--- src/rtl/sr_cmd_if.sv ---
// sr_cmd_if: request inputs and command/status outputs of the SR command
// conditioner, bundled so the requester and the conditioner share one port.
interface sr_cmd_if #(
  parameter int CNT_W = 8
);
  logic             set_req;
  logic             clr_req;
  logic             s;
  logic             r;
  logic             q_shadow;
  logic             busy;
  logic             conflict;
  logic [CNT_W-1:0] conflict_cnt;

  // Requester side: drives raw request levels, observes commands and status.
  modport master (
    output set_req, clr_req,
    input  s, r, q_shadow, busy, conflict, conflict_cnt
  );

  // Conditioner side.
  modport slave (
    input  set_req, clr_req,
    output s, r, q_shadow, busy, conflict, conflict_cnt
  );
endinterface

--- src/rtl/sr_cmd_conditioner.sv ---
// sr_cmd_conditioner: synchronises and debounces raw set/clear request levels
// and issues one-cycle s/r pulses that never overlap, tracking the expected
// downstream flop state in q_shadow. A stable 11 request raises a one-cycle
// conflict pulse instead of a command.
// Optional feature macro: SR_CONFLICT_CNT_EN enables the saturating
// conflict counter; without it conflict_cnt is tied to zero.
module sr_cmd_conditioner #(
  parameter int DEBOUNCE = 4,
  parameter int HOLDOFF  = 2,
  parameter int CNT_W    = 8
) (
  input  logic        clk,
  input  logic        rst_n,
  sr_cmd_if.slave     cmd_if
);

  localparam int SC_W = (DEBOUNCE > 1) ? $clog2(DEBOUNCE) : 1;
  localparam int HC_W = (HOLDOFF > 1) ? $clog2(HOLDOFF) : 1;
  localparam logic [SC_W-1:0] STAB_LAST = SC_W'(DEBOUNCE - 1);
  localparam logic [HC_W-1:0] HOLD_LAST = HC_W'((HOLDOFF > 0) ? HOLDOFF - 1 : 0);

  typedef enum logic [2:0] {
    IDLE     = 3'd0,
    QUAL     = 3'd1,
    ISSUE    = 3'd2,
    HOLD     = 3'd3,
    WAIT_REL = 3'd4
  } state_t;

  state_t          r_state;
  logic            r_set_meta;
  logic            r_set_sync;
  logic            r_clr_meta;
  logic            r_clr_sync;
  logic [1:0]      r_code_q;
  logic [SC_W-1:0] r_stab_cnt;
  logic [HC_W-1:0] r_hold_cnt;
  logic            r_cmd_set;
  logic            r_s;
  logic            r_r;
  logic            r_q_shadow;
  logic            r_conflict;

  logic [1:0]      w_code;
  logic            w_change;
  logic            w_stable_done;

  assign w_code        = {r_set_sync, r_clr_sync};
  assign w_change      = (w_code != r_code_q);
  assign w_stable_done = !w_change && (r_stab_cnt == STAB_LAST);

  // Two-flop synchronisers on both asynchronous request levels.
  always_ff @(posedge clk or negedge rst_n) begin
    if (!rst_n) begin
      r_set_meta <= 1'b0;
      r_set_sync <= 1'b0;
      r_clr_meta <= 1'b0;
      r_clr_sync <= 1'b0;
    end else begin
      r_set_meta <= cmd_if.set_req;
      r_set_sync <= r_set_meta;
      r_clr_meta <= cmd_if.clr_req;
      r_clr_sync <= r_clr_meta;
    end
  end

  // Stability counter: cleared on any code change, counts up (saturating) while stable.
  always_ff @(posedge clk or negedge rst_n) begin
    if (!rst_n) begin
      r_code_q   <= 2'b00;
      r_stab_cnt <= '0;
    end else begin
      r_code_q <= w_code;
      if (w_change) begin
        r_stab_cnt <= '0;
      end else if (r_stab_cnt != STAB_LAST) begin
        r_stab_cnt <= r_stab_cnt + 1'b1;
      end
    end
  end

  // Command FSM with registered s/r/conflict pulses and shadow state.
  always_ff @(posedge clk or negedge rst_n) begin
    if (!rst_n) begin
      r_state    <= IDLE;
      r_hold_cnt <= '0;
      r_cmd_set  <= 1'b0;
      r_s        <= 1'b0;
      r_r        <= 1'b0;
      r_q_shadow <= 1'b0;
      r_conflict <= 1'b0;
    end else begin
      r_s        <= 1'b0;
      r_r        <= 1'b0;
      r_conflict <= 1'b0;
      case (r_state)
        IDLE: begin
          if (w_code != 2'b00) r_state <= QUAL;
        end
        QUAL: begin
          if (w_code == 2'b00) begin
            r_state <= IDLE;
          end else if (w_stable_done) begin
            r_hold_cnt <= '0;
            if (w_code == 2'b11) begin
              r_conflict <= 1'b1;
              r_state    <= (HOLDOFF == 0) ? WAIT_REL : HOLD;
            end else begin
              // A command matching the current shadow state is redundant and suppressed.
              r_cmd_set <= w_code[1];
              r_s       <= w_code[1] && !r_q_shadow;
              r_r       <= w_code[0] && r_q_shadow;
              r_state   <= ISSUE;
            end
          end
        end
        ISSUE: begin
          r_q_shadow <= r_cmd_set;
          r_hold_cnt <= '0;
          r_state    <= (HOLDOFF == 0) ? WAIT_REL : HOLD;
        end
        HOLD: begin
          if (r_hold_cnt == HOLD_LAST) begin
            r_state <= WAIT_REL;
          end else begin
            r_hold_cnt <= r_hold_cnt + 1'b1;
          end
        end
        WAIT_REL: begin
          if (w_code == 2'b00) r_state <= IDLE;
        end
        default: r_state <= IDLE;
      endcase
    end
  end

`ifdef SR_CONFLICT_CNT_EN
  logic [CNT_W-1:0] r_conflict_cnt;

  // Saturating count of conflict pulses; only reset clears it.
  always_ff @(posedge clk or negedge rst_n) begin
    if (!rst_n) begin
      r_conflict_cnt <= '0;
    end else if (r_conflict && (r_conflict_cnt != {CNT_W{1'b1}})) begin
      r_conflict_cnt <= r_conflict_cnt + 1'b1;
    end
  end

  assign cmd_if.conflict_cnt = r_conflict_cnt;
`else
  assign cmd_if.conflict_cnt = '0;
`endif

  assign cmd_if.s        = r_s;
  assign cmd_if.r        = r_r;
  assign cmd_if.q_shadow = r_q_shadow;
  assign cmd_if.conflict = r_conflict;
  assign cmd_if.busy     = (r_state != IDLE);

endmodule

--- src/flat_wrapper.sv ---
// flat-port wrapper written by rule: the top's interface ports become plain ports
module sr_cmd_conditioner_flat 
#(
  parameter int DEBOUNCE = 4,
  parameter int HOLDOFF  = 2,
  parameter int CNT_W    = 8
)
  (clk, rst_n, cmd_if_set_req, cmd_if_clr_req, cmd_if_s, cmd_if_r, cmd_if_q_shadow, cmd_if_busy, cmd_if_conflict, cmd_if_conflict_cnt);
  sr_cmd_if #(.CNT_W(CNT_W)) cmd_if_i ();
  input  logic clk;
  input  logic rst_n;
  input wire logic [$bits(cmd_if_i.set_req)-1:0] cmd_if_set_req;
  input wire logic [$bits(cmd_if_i.clr_req)-1:0] cmd_if_clr_req;
  output wire logic [$bits(cmd_if_i.s)-1:0] cmd_if_s;
  output wire logic [$bits(cmd_if_i.r)-1:0] cmd_if_r;
  output wire logic [$bits(cmd_if_i.q_shadow)-1:0] cmd_if_q_shadow;
  output wire logic [$bits(cmd_if_i.busy)-1:0] cmd_if_busy;
  output wire logic [$bits(cmd_if_i.conflict)-1:0] cmd_if_conflict;
  output wire logic [$bits(cmd_if_i.conflict_cnt)-1:0] cmd_if_conflict_cnt;
  assign cmd_if_i.set_req = cmd_if_set_req;
  assign cmd_if_i.clr_req = cmd_if_clr_req;
  assign cmd_if_s = cmd_if_i.s;
  assign cmd_if_r = cmd_if_i.r;
  assign cmd_if_q_shadow = cmd_if_i.q_shadow;
  assign cmd_if_busy = cmd_if_i.busy;
  assign cmd_if_conflict = cmd_if_i.conflict;
  assign cmd_if_conflict_cnt = cmd_if_i.conflict_cnt;
  sr_cmd_conditioner #(.DEBOUNCE(DEBOUNCE), .HOLDOFF(HOLDOFF), .CNT_W(CNT_W)) u_core (.clk(clk), .rst_n(rst_n), .cmd_if(cmd_if_i));
endmodule
--- config.mk ---
export PLATFORM = sky130hd
export DESIGN_NAME = sr_cmd_conditioner_flat
export DESIGN_NICKNAME = d
export VERILOG_FILES = /design/src/rtl/sr_cmd_if.sv /design/src/rtl/sr_cmd_conditioner.sv /design/src/flat_wrapper.sv
export SDC_FILE = /design/constraint.sdc
export NUM_CORES = 1
export LEC_CHECK = 0
export CORE_MARGIN = 2
export CORE_UTILIZATION = 52
export DETAILED_ROUTE_END_ITERATION = 7
export PLACE_DENSITY = 0.81
export SYNTH_ARGS = -nofsm -noshare
export SYNTH_HDL_FRONTEND = slang
export SYNTH_SLANG_ARGS = --single-unit
--- constraint.sdc ---
create_clock -name clk -period 3.9 [get_ports clk]
set_input_delay 0.39 -clock clk [delete_from_list [all_inputs] [get_ports clk]]
set_output_delay 0.39 -clock clk [all_outputs]
set_load 0.02 [all_outputs]
==> results.tsv <==
metric	value	unit
status	completed	
Setup Skew	0.00200	ns
Die ar.	1910	µm²
Clk pwr share	22.9	%
Setup Fix Bufs, Post-CTS	0	
FF+latch count, synth	17	
initial antenna violation count	0	
Worst Setup EP	cmd_if_busy	
max-slew headroom at the worst pin	51.2	%
fmax	0.451	GHz
PortBufs	8	
post-synth top area share	51.8	%
largest net degree at the start of global routing	18	
placed insts	91	
non-filler cells, final	95	
RSZ-0062 raised after global routing	false	
Tot GR Track Use	15.4	%
# DRC	0	
CP arrival	1.83	ns
Worst path top cell family by delay	buffers and inverters	
fin area	908	µm²
Syn Inst Count	69	
worst r2r dst	u_core.r_cmd_set	
Overall Power	389	µW
# resized after CTS	0	
sw power	114	µW
Final Slew Violations	0	
post-synthesis sequential area ratio	51.8	%
Post-synth EDFFs	0	
# diodes	0	
Routed WL	1200	µm
Clock Path Buffers	2	
sequential power share	54.7	%
most frequent cells after synthesis	dfrtp_1 (17), buf_4 (9), inv_1 (5)	
type of the worst min-delay path	register to register	
post-DP HPWL	911	µm
final period utilization	56.8	%
core area	1490	µm²
Sw Share	29.2	%
worst r2r src	u_core.r_stab_cnt[0]	
main flop type after synthesis	dfrtp_1	
hold slack final	0.363	ns
Worst setup SP type	register	
synth top area cells	dfrtp_1 (52%), buf_4 (8.2%), ha_1 (4.6%)	
CP startpoint	u_core.r_state[1]	
Static Leakage	0.431	nW
total grt overflow	0	
mean post-synth cell area	11.9	µm²
worst reg2reg path depth	4	
clk slew on worst S/H paths	0.09	ns
largest fanout on the critical path	11	
critical path endpoint category	output pin	
latest clock arrival within the worst-skew pair	0.28	ns
Via Count	484	
CP required	3.51	ns
CTS tree	done	
Avg WL per Cell	12.6	µm
Place WS	1.99	ns
Max VDD drop	0.302	mV
final net count	87	
Levels on crit path	2	
TritonRoute pass-1 iters	4	
Final GP Congestion	0.812	
utilization after layout	61.0	%
H-tree Lvls	1	
final setup fails	0	
Sink Count	17	
crit-path max cell delay	0.54	ns
final worst slack	1.68	ns
Yosys top cell by area	dfrtp_1	
Final min period	2.22	ns
Fin. Hold Viols	0	
r2r setup slk	2.44	ns
critical path cell sequence	or3_2 > clkdlybuf4s50_1	
total CTS buffers	3	
fill count	117	
Iteration-0 DRC Markers	2	
TNS Setup	0	ns
starting density of the core	55.2	%
# Max-Cap Violations	0	
worst path bufs/invs	1	
top-count cell post-synth	dfrtp_1	
top-level I/O count	17	
first-pass GRT wire length	2090	µm
Mapped Area	822	µm²
cell with the largest stage delay on the worst path	clkdlybuf4s50_1	
vias in the first global route	467	
P&R area growth vs syn	10.5	%
layout cells sized above 1	17.7	%
Die W	43.8	µm
Slew @ Worst Pin	0.730	ns
synth unique cells	31	
Power Dens Cells	428	nW/µm²
Die Height	43.8	µm
critical path class	register to output pin	
Synth Warn #	0	
# rows	14	
internal power	276	µW
CTS Hold Bufs	0	
CTS root buf	clkbuf_4	
antenna-violating nets left	0	
Vias per Instance	5.09	
Comb power frac	22.5	%
dpl cell area	881	µm²
ys async rst share	100	%
[final cells by class]
| class | instances | area [µm²] | area share (%) |
|---|---|---|---|
| clock buffer | 3 | 22.5 | 2.48 |
| clock inverter | 1 | 5.00 | 0.551 |
| inverter | 5 | 18.8 | 2.07 |
| multi-input combinational | 45 | 337 | 37.1 |
| timing repair buffer | 8 | 80.1 | 8.82 |
| tap | 16 | 20.0 | 2.20 |
| sequential | 17 | 425 | 46.8 |
[logic make-up (layout without fill, tap and decap cells)]
kind of cell | Yosys count | count (layout) | share of synthesized area, %
simple gates | 21 | 21 | 17.4
flops | 17 | 17 | 51.8
buf+inv | 14 | 17 | 10.5
compound gates | 6 | 6 | 5.17
other cells | 1 | 8 | 0.456
fa+ha+maj | 3 | 3 | 4.57
xor+xnor | 3 | 3 | 5.02
mux | 4 | 4 | 5.17
[worst min path at each step]
stage | startpoint | end | cells after the start
floorplan | rst_n | u_core.cmd_if.conflict | 0
global placement | u_core.r_clr_meta | u_core.r_clr_sync | 0
detailed placement | u_core.r_set_meta | u_core.r_set_sync | 0
CTS | u_core.r_set_meta | u_core.r_set_sync | 0
global route | u_core.r_clr_meta | u_core.r_clr_sync | 0
finish | u_core.r_set_meta | u_core.r_set_sync | 0
[state kept, by name, summed over array words and instances (netlist names)]
name and count:
u_core.r_hold_cnt 1, u_core.cmd_if.conflict 1, u_core.r_set_meta 1, u_core.r_code_q 2
u_core.cmd_if.q_shadow 1, u_core.cmd_if.r 1, u_core.r_clr_sync 1, u_core.r_state 3
u_core.r_cmd_set 1, u_core.cmd_if.s 1, u_core.r_set_sync 1, u_core.r_clr_meta 1
u_core.r_stab_cnt 2
[placed cells by master, fill, tap and decap left out, types with 2 or more instances in the layout]
master	instances
mux2i_1	2
clkbuf_4	3
nor2_1	4
inv_1	5
conb_1	8
clkdlybuf4s50_1	8
nand2_1	3
dfrtp_1	17
xnor2_2	2
nor2b_1	2
ha_1	3
[power groups by stage]
stage	combinational, mW	sequential, mW	clock (mW)
2_1_floorplan	0.0704	0.211	0
3_3_place_gp	0.0862	0.215	0
6_report	0.0874	0.213	0.0890
3_5_place_dp	0.0868	0.216	0
5_1_grt	0.0952	0.217	0.0996
4_1_cts	0.0876	0.213	0.0940
[metal layers]
layer	vias up	wire, µm	track usage, %
met4	0	17	7.27
met2	9	565	22.4
met3	2	30	3.75
met1	236	583	21.7
met5	-	0	0
li1	237	-	-
Note: power is estimated with default switching activity, not from simulation.
